<file path="src/rtl/jk_pkg.sv">
// Shared types for the JK bank arbiter: command encoding, FSM states, and the
// per-cell next-state rule.
package jk_pkg;

  typedef enum logic [1:0] {
    JK_HOLD = 2'b00,
    JK_RST  = 2'b01,
    JK_SET  = 2'b10,
    JK_TGL  = 2'b11
  } jk_op_e;

  typedef enum logic [1:0] {
    ST_IDLE  = 2'b00,
    ST_APPLY = 2'b01,
    ST_DONE  = 2'b10
  } jk_state_e;

  // Command latched on accept; the target index lives beside it since its
  // width depends on the bank size.
  typedef struct packed {
    logic   id;
    jk_op_e op;
  } jk_cmd_t;

  function automatic logic jk_next(input logic cur, input logic j, input logic k);
    logic nxt;
    nxt = cur;
    unique case ({j, k})
      2'b00:   nxt = cur;
      2'b01:   nxt = 1'b0;
      2'b10:   nxt = 1'b1;
      default: nxt = ~cur;
    endcase
    return nxt;
  endfunction

endpackage

</file>
<file path="src/rtl/jk_cell.sv">
// One clocked JK storage cell; holds its value unless enabled.
module jk_cell
  import jk_pkg::*;
(
  input  logic clk,
  input  logic rst_n,
  input  logic en,
  input  logic j,
  input  logic k,
  output logic q
);

  always_ff @(posedge clk) begin
    if (!rst_n) begin
      q <= 1'b0;
    end else if (en) begin
      q <= jk_next(q, j, k);
    end
  end

endmodule

</file>
<file path="src/rtl/jk_bank_arbiter.sv">
// Round-robin front end for a bank of JK cells: accepts one command from two
// requesters, applies it to the addressed cell, then reports completion.
module jk_bank_arbiter
  import jk_pkg::*;
#(
  parameter  int unsigned N  = 8,
  localparam int unsigned IW = $clog2(N)
) (
  input  logic          clk,
  input  logic          rst_n,
  input  logic          req0_valid,
  output logic          req0_ready,
  input  logic [IW-1:0] req0_idx,
  input  logic [1:0]    req0_op,
  input  logic          req1_valid,
  output logic          req1_ready,
  input  logic [IW-1:0] req1_idx,
  input  logic [1:0]    req1_op,
  output logic [N-1:0]  q,
  output logic          done,
  output logic          done_id,
  output logic          err,
  output logic          busy
);

  jk_state_e     state;
  jk_state_e     state_nx;
  logic          prio;
  jk_cmd_t       cmd_r;
  logic [IW-1:0] idx_r;
  logic          grant_vld;
  logic          grant_id;
  logic          idx_err;
  logic [N-1:0]  en;

  // State register.
  always_ff @(posedge clk) begin
    if (!rst_n) begin
      state <= ST_IDLE;
    end else begin
      state <= state_nx;
    end
  end

  // Next state and grant decision; only IDLE can grant.
  always_comb begin
    state_nx  = state;
    grant_vld = 1'b0;
    grant_id  = prio;
    unique case (state)
      ST_IDLE: begin
        if (req0_valid || req1_valid) begin
          grant_vld = 1'b1;
          grant_id  = (req0_valid && req1_valid) ? prio : req1_valid;
          state_nx  = ST_APPLY;
        end
      end
      ST_APPLY: state_nx = ST_DONE;
      ST_DONE:  state_nx = ST_IDLE;
      default:  state_nx = ST_IDLE;
    endcase
  end

  // Ready is held low during reset even though the state may already be IDLE.
  assign req0_ready = rst_n && grant_vld && !grant_id;
  assign req1_ready = rst_n && grant_vld &&  grant_id;

  // Compare one bit wider so that N == 2**IW is representable.
  assign idx_err = ({1'b0, idx_r} >= (IW + 1)'(N));

  // Command latch, priority pointer and registered status outputs.
  always_ff @(posedge clk) begin
    if (!rst_n) begin
      prio    <= 1'b0;
      cmd_r   <= '{id: 1'b0, op: JK_HOLD};
      idx_r   <= '0;
      done    <= 1'b0;
      done_id <= 1'b0;
      err     <= 1'b0;
      busy    <= 1'b0;
    end else begin
      if (grant_vld) begin
        prio     <= ~grant_id;
        cmd_r.id <= grant_id;
        cmd_r.op <= jk_op_e'(grant_id ? req1_op : req0_op);
        idx_r    <= grant_id ? req1_idx : req0_idx;
      end
      done <= (state == ST_APPLY);
      err  <= (state == ST_APPLY) && idx_err;
      if (state == ST_APPLY) begin
        done_id <= cmd_r.id;
      end
      busy <= (state_nx != ST_IDLE);
    end
  end

  // One-hot enable into the bank; an out-of-range index touches nothing.
  for (genvar gi = 0; gi < N; gi++) begin : g_cell
    assign en[gi] = (state == ST_APPLY) && !idx_err && (idx_r == IW'(gi));

    jk_cell u_cell (
      .clk   (clk),
      .rst_n (rst_n),
      .en    (en[gi]),
      .j     (cmd_r.op[1]),
      .k     (cmd_r.op[0]),
      .q     (q[gi])
    );
  end

endmodule

</file>
<file path="config.mk">
export PLATFORM = sky130hd
export DESIGN_NAME = jk_bank_arbiter
export DESIGN_NICKNAME = d
export VERILOG_FILES = /design/src/rtl/jk_pkg.sv /design/src/rtl/jk_cell.sv /design/src/rtl/jk_bank_arbiter.sv
export SDC_FILE = /design/constraint.sdc
export NUM_CORES = 1
export LEC_CHECK = 0
export BUFFER_PORTS_ARGS = -buffer_cell sky130_fd_sc_hd__clkbuf_2
export CORE_MARGIN = 2
export CORE_UTILIZATION = 54
export DETAILED_ROUTE_END_ITERATION = 16
export HOLD_SLACK_MARGIN = 0.05
export PLACE_DENSITY = 0.82
export REMOVE_ABC_BUFFERS = 1
export SKIP_CTS_REPAIR_TIMING = 1
export SYNTH_ARGS = -nofsm -noshare
export SYNTH_HDL_FRONTEND = slang
export SYNTH_SLANG_ARGS = --single-unit
</file>
<file path="constraint.sdc">
create_clock -name clk -period 2.75 [get_ports clk]
set_input_delay 0.55 -clock clk [delete_from_list [all_inputs] [get_ports clk]]
set_output_delay 0.55 -clock clk [all_outputs]
set_load 0.005 [all_outputs]
</file>
# --- Word-level counts from Yosys, hierarchy flattened ---
# Index checks and enable logic that the tools add are counted.
op_classes:
  addsub: 0
  multipliers: 0
  n_div: 0
  magnitude_cmp: 0
  eq_ne: 10
  n_shift: 0
  n_mux: 17
  n_bitwise: 10
  n_reduce_logical: 26
op_table:
  columns: ["op", "n"]
  rows:
  - ["one-hot mux 1 bit (3 select lines)", 8]
  - ["AND reduction 2 bit", 8]
  - ["== test 3 bit (second input constant)", 4]
  - ["logical AND 1 bit", 12]
  - ["NOT 1 bit", 10]
  - ["== test 3 x 2 -> 1 bit (second input constant)", 2]
  - ["two-way mux 1 bit", 5]
  - ["== test 2 x 1 -> 1 bit (second input constant)", 2]
  - ["zero test 2 bit", 2]
  - ["two-way mux 2 bit", 2]
  - ["one-hot mux 2 bit (2 select lines)", 1]
  - ["== test 3 x 1 -> 1 bit (second input constant)", 1]
  - ["zero test 3 bit", 1]
  - ["two-way mux 3 bit", 1]
  - ["== test 2 bit (second input constant)", 1]
  - ["nonzero test 2 bit", 1]
  - ["zero test 1 bit", 1]
  - ["logical OR 1 bit", 1]
word_totals:
  regBits: 20
  latch_bits: 0
  ramBits: 0
  mem_bits_ro: 0
  in_bits: 14
  out_inout_bits: 14
  elab_cells: 79
  n_memories: 0

# --- Longest topological paths before layout ---
depth:
  ltp_word: 6
  mapped_depth: 5
  ltp_nobuf: 5

# --- Cells and area by module ---
# A second synthesis with hierarchy kept.
hier_totals:
  hier_cells: 138
  area_unflattened_um2: 1241.2
by_module_without_submodules:
  columns: ["module", "instances", "cells_per_inst", "area_each_um2", "seq_area_each_um2"]
  rows:
  - ["jk_cell", 8, 10, 92.6, 20.0]
  - ["jk_bank_arbiter", 1, 58, 500.5, 220.2]

# --- Least setup slack after synthesis ---
# OpenSTA, ideal clock, no wires.
synth_path:
  path_type: "input -> output"
  start: "input req1_valid"
  end: "output req0_ready"
  arrival_time_ps: 1245
  required_time_ps: 2200
  path_slack_ps: 955
  path_stages: 4
  n_path_buf: 1
  path_cell_list: "clkbuf_1 > a21boi_1 > nand2_1 > nor2_1"
synth_via:
  elab_chain_len: 6
  word_cells_on_any_way: 10
synth_lines:
  columns: ["item", "line", "rtl"]
  rows:
  - ["start, declared", "jk_bank_arbiter.sv:15", "input logic req1_valid,"]
  - ["logical AND 1 bit", "jk_bank_arbiter.sv:54", "grant_id = (req0_valid && req1_valid) ? prio : req1_valid;"]
  - ["two-way mux 1 bit", "jk_bank_arbiter.sv:54", null]
  - ["two-way mux 1 bit", "jk_bank_arbiter.sv:52", "if (req0_valid || req1_valid) begin"]
  - ["two-way mux 1 bit", "jk_bank_arbiter.sv:50", "unique case (state)"]
  - ["zero test 1 bit", "jk_bank_arbiter.sv:65", "assign req0_ready = rst_n && grant_vld && !grant_id;"]
  - ["logical AND 1 bit *", "jk_bank_arbiter.sv:65", null]
  - ["end, declared", "jk_bank_arbiter.sv:12", "output logic req0_ready,"]
# Every way passes the cells marked *; elsewhere a longest branch is shown, timed or not.

# --- Worst setup path after layout ---
layout_path:
  start: "register state[1]"
  end: "output req1_ready"
layout_via:
  elab_chain_len: 4
  word_cells_on_any_way: 5
layout_lines:
  columns: ["item", "line", "rtl"]
  rows:
  - ["start, declared", "jk_bank_arbiter.sv:26", "jk_state_e state;"]
  - ["start signal, assigned", "jk_bank_arbiter.sv:41", "state <= state_nx;"]
  - ["zero test 2 bit *", "jk_bank_arbiter.sv:50", null]
  - ["two-way mux 1 bit", "jk_bank_arbiter.sv:50", null]
  - ["logical AND 1 bit", "jk_bank_arbiter.sv:66", "assign req1_ready = rst_n && grant_vld && grant_id;"]
  - ["logical AND 1 bit *", "jk_bank_arbiter.sv:66", null]
  - ["end, declared", "jk_bank_arbiter.sv:16", "output logic req1_ready,"]
# Marks and branches as above.

==> summary.md <==
| Metric | Value |
|---|---|
| Result of the run | finished, final reports clean |
| All-layer global routing usage | 0.1937 |
| DIE WIDTH | 47.11 µm |
| Synth Area per Inst | 8.802 µm² |
| Vias in the first global route | 750 |
| Path category of the worst min-delay check | input pin to flip-flop |
| Worst flop-to-flop path endpoint | g_cell[3].u_cell.q |
| Worst hold path cell count | 3 |
| Total vias in the final route | 862 |
| Max Cap Violations | 0 |
| Std cell rows | 15 |
| WL per Instance | 12.58 µm |
| Clock tree from TritonCTS | built |
| Number of synthesized register bits | 19 |
| Element type at the critical path end | primary output |
| Diodes inserted | 0 |
| CORE AREA | 0.001745 mm² |
| Area of the mapped netlist | 0.001003 mm² |
| HPWL after detailed placement | 1516 µm |
| CTS H-Tree Depth | 1 |
| Number of sinks driven by the clock tree | 19 |
| Most frequent cell on the critical path | sky130_fd_sc_hd__nor2_1 |
| Port Buffers | 26 |
| Vert. Die Dim | 47.11 µm |
| Maximum number of pins on one net before global-route repair | 17 |
| Global placer's final weighted congestion | 0.7879 |
| Delay contributed by the slowest stage of the critical path | 400 ps |
| Source of the critical timing path | state[1] |
| Library cells used by synthesis | 32 |
| Proportion of netlist area held by the largest area contributor | 0.3791 |
| Arrival time at the worst endpoint | 1500 ps |
| Worst VDD drop | 0.0004146 V |
| Clk Tree Root Cell | sky130_fd_sc_hd__clkbuf_4 |
| Switching Power | 0.0001558 W |
| Number of iterations in the first detailed-routing pass | 4 |
| Cell types with the largest area share after synthesis | sky130_fd_sc_hd__dfxtp_1 (38%), sky130_fd_sc_hd__buf_4 (6.7%), sky130_fd_sc_hd__a311oi_1 (5.2%) |
| Maximum clock skew at final layout | 1.275 ps |
| Share of layout cells above drive strength 1 | 0.2595 |
| Antenna Violating Nets Remaining | 0 |
| Kind of cell adding the most delay to the critical path | simple AND/OR/NAND/NOR gates |
| Portion of total power attributed to sequential cells | 0.559 |
| Routed vias/inst | 5.526 |
| Count of pins on the block boundary | 28 |
| Clock edge transition at the registers on the reported setup and hold paths | 100 ps |
| Final core utilization | 0.6351 |
| Worst hold path endpoint | cmd_r[0] |
| Initial Utilization | 0.5749 |
| Crit Path Class | flip-flop to primary output |
| Setup repair after global routing missed its margin | no |
| Hold wc startpoint | req0_op[0] |
| Nature of the critical path startpoint | flip-flop |
| Internal power | 0.0003912 W |
| First-pass GRT wire length | 3105 µm |
| Leakage component of the power | 0.4919 nW |
| Count of final setup violators | 0 |
| Critical-path cell with the highest stage delay | sky130_fd_sc_hd__dfxtp_1 |
| Logic gate share of total power | 0.189 |
| Switching share of power | 0.2848 |
| Register-to-register path setup slack | 1250 ps |
| Sequential share of the synthesized area | 0.3791 |
| Net count reported at finish | 148 |
| Final slew viol count | 0 |
| DR iter-0 viols | 11 |
| Worst-skew pair later-pin latency | 290 ps |
| Maximum clock insertion buffer count | 2 |
| Cts bufs inserted | 3 |
| R2r worst-path depth | 5 |
| Final Hold Fails | 0 |
| Most area-hungry cell type in the Yosys netlist | sky130_fd_sc_hd__dfxtp_1 |
| Worst-path fanout max | 8 |
| Buf/Inv on CP | 1 |
| Worst R2R Start | cmd_r[0] |
| Critical path data required time | 2200 ps |
| Power per unit of standard cell area | 493.4 mW/mm² |
| Area added between synthesis and finish | 10.47% |
| Number of warnings printed during yosys synthesis | 0 |
| Instance count of the mapped netlist | 114 |
| Number of design rule violations left after detail routing | 0 |
| Aggregate global routing overflow | 0 |
| Cell breakdown of the critical path | nor2_1, nand3_1, nor2_1, clkbuf_2 |
| Die Outline Area | 0.002219 mm² |
| Number of antenna violations at the first check in global routing | 0 |
| Sum of negative setup slack | 0 ps |
| Maximum clock frequency | 487.8 MHz |
| Routed wire length | 1962 µm |
| Period utilisation layout | 0.7454 |
| Final worst path period need | 2050 ps |
| Clock power frac | 0.252 |
[worst register-to-register path, cell delays in order (launching register included)]
cell and delay [ps]:
sky130_fd_sc_hd__dfxtp_1 350, sky130_fd_sc_hd__inv_1 60, sky130_fd_sc_hd__ha_1 230, sky130_fd_sc_hd__nor4b_4 380, sky130_fd_sc_hd__a311oi_1 160, sky130_fd_sc_hd__a41o_1 220
[cell families after synthesis]
logic type                 Yosys count  share of synthesized area
DFF                                 19                     0.3790
and+or+nand+nor                     39                     0.2432
AOI/OAI and AO/OA                   32                     0.2307
buffers and inverters               20                     0.1085
other                                1                   0.003737
adders and majority gates            2                    0.02493
muxes                                1                   0.009975
[routing by layer]
layer / up-vias / track usage / routed length [µm]
li1: 447 / - / -
met1: 383 / 0.2424 / 918
met2: 28 / 0.3342 / 914
met3: 4 / 0.02692 / 95
met4: 0 / 0.07778 / 34
met5: - / 0 / 0
[how the worst max path moves through the flow]
| stage | endpoint | slack (ps) | depth (start not counted) |
|---|---|---|---|
| finish | req1_ready | 700 | 4 |
| global route | req1_ready | 580 | 4 |
| CTS | req1_ready | 710 | 4 |
| detailed placement | req0_ready | 750 | 5 |
| global placement | req0_ready | 820 | 5 |
| floorplan | req0_ready | 1120 | 3 |
[cell usage in the layout (no fill, tap or decap), types with 2 or more instances in the layout]
cell type	n
sky130_fd_sc_hd__nand2b_1	2
sky130_fd_sc_hd__nand3_1	8
sky130_fd_sc_hd__nor2_1	7
sky130_fd_sc_hd__nor2b_1	2
sky130_fd_sc_hd__nand4_1	5
sky130_fd_sc_hd__o211a_1	2
sky130_fd_sc_hd__clkbuf_2	26
sky130_fd_sc_hd__o211ai_1	2
sky130_fd_sc_hd__a211oi_1	2
sky130_fd_sc_hd__o21ai_0	7
sky130_fd_sc_hd__a311oi_1	6
sky130_fd_sc_hd__clkbuf_4	3
sky130_fd_sc_hd__inv_1	7
sky130_fd_sc_hd__a41o_1	4
sky130_fd_sc_hd__nand2_1	2
sky130_fd_sc_hd__dfxtp_1	19
sky130_fd_sc_hd__and2_1	4
sky130_fd_sc_hd__a21oi_1	4
sky130_fd_sc_hd__nor3_1	2
sky130_fd_sc_hd__a31oi_1	3
sky130_fd_sc_hd__ha_1	2
[area by class of cell]
type | count | area [µm²]
multi-input cells | 75 | 514.2
fillers | 167 | 636.9
repair buffers | 26 | 130.1
clock buffers | 4 | 26.28
flip-flops and latches | 19 | 380.4
inverters | 7 | 26.28
well taps | 25 | 31.28
[registers in the layout, indices dropped and copies added (netlist names)]
register and count:
idx_r 3, state 2, done_id 1, cmd_r 3, busy 1, g_cell.u_cell.q 8
prio 1
[power groups by stage]
stage / sequential, W / combinational [W] / clock [W]
floorplan: 0.000309 / 0.0000691 / 0
finish: 0.000306 / 0.000103 / 0.000138
detailed placement: 0.000312 / 0.000103 / 0
global route: 0.000308 / 0.000115 / 0.000152
global placement: 0.000311 / 0.000100 / 0
CTS: 0.000306 / 0.000104 / 0.000141
[Yosys cell counts]
library cell               count
sky130_fd_sc_hd__ha_1          2
sky130_fd_sc_hd__nor3b_1       1
sky130_fd_sc_hd__and2b_2       1
sky130_fd_sc_hd__o211a_1       2
sky130_fd_sc_hd__a211oi_1      2
sky130_fd_sc_hd__mux2i_1       1
sky130_fd_sc_hd__or2_2         1
sky130_fd_sc_hd__buf_4         9
sky130_fd_sc_hd__and2_1        4
sky130_fd_sc_hd__o21a_1        1
sky130_fd_sc_hd__a31oi_1       3
sky130_fd_sc_hd__nor2_1        7
sky130_fd_sc_hd__a21oi_1       4
sky130_fd_sc_hd__nor4b_4       1
sky130_fd_sc_hd__a21boi_1      1
sky130_fd_sc_hd__and2_2        1
sky130_fd_sc_hd__inv_1         7
sky130_fd_sc_hd__nor2b_1       2
sky130_fd_sc_hd__nand2_1       2
sky130_fd_sc_hd__and4_1        1
sky130_fd_sc_hd__o211ai_1      2
sky130_fd_sc_hd__nand3_1       8
sky130_fd_sc_hd__o21ai_0       7
sky130_fd_sc_hd__nand4_1       5
sky130_fd_sc_hd__nand2b_1      2
sky130_fd_sc_hd__a311oi_1      6
sky130_fd_sc_hd__a41o_1        4
sky130_fd_sc_hd__dfxtp_1      19
sky130_fd_sc_hd__clkbuf_1      4
sky130_fd_sc_hd__and4bb_4      1
sky130_fd_sc_hd__conb_1        1
sky130_fd_sc_hd__nor3_1        2
[per-stage QoR]
stage / worst slack [ps] / cell area (µm²) / hold WS [ps] / total power (W) / cells
after floorplan: 1124 / 920.9 / 464.5 / 0.0003782 / 101
after global routing: 581.1 / 1109 / 481.5 / 0.0005761 / 156
final: 700.1 / 1109 / 487.9 / 0.0005470 / 156
after detailed placement: 751.7 / 1082 / 501.9 / 0.0004154 / 152
after CTS: 713.8 / 1109 / 481.3 / 0.0005508 / 156
after global placement: 815.2 / 1082 / 477.7 / 0.0004113 / 152
No activity file was read; power rests on OpenSTA's default activity.
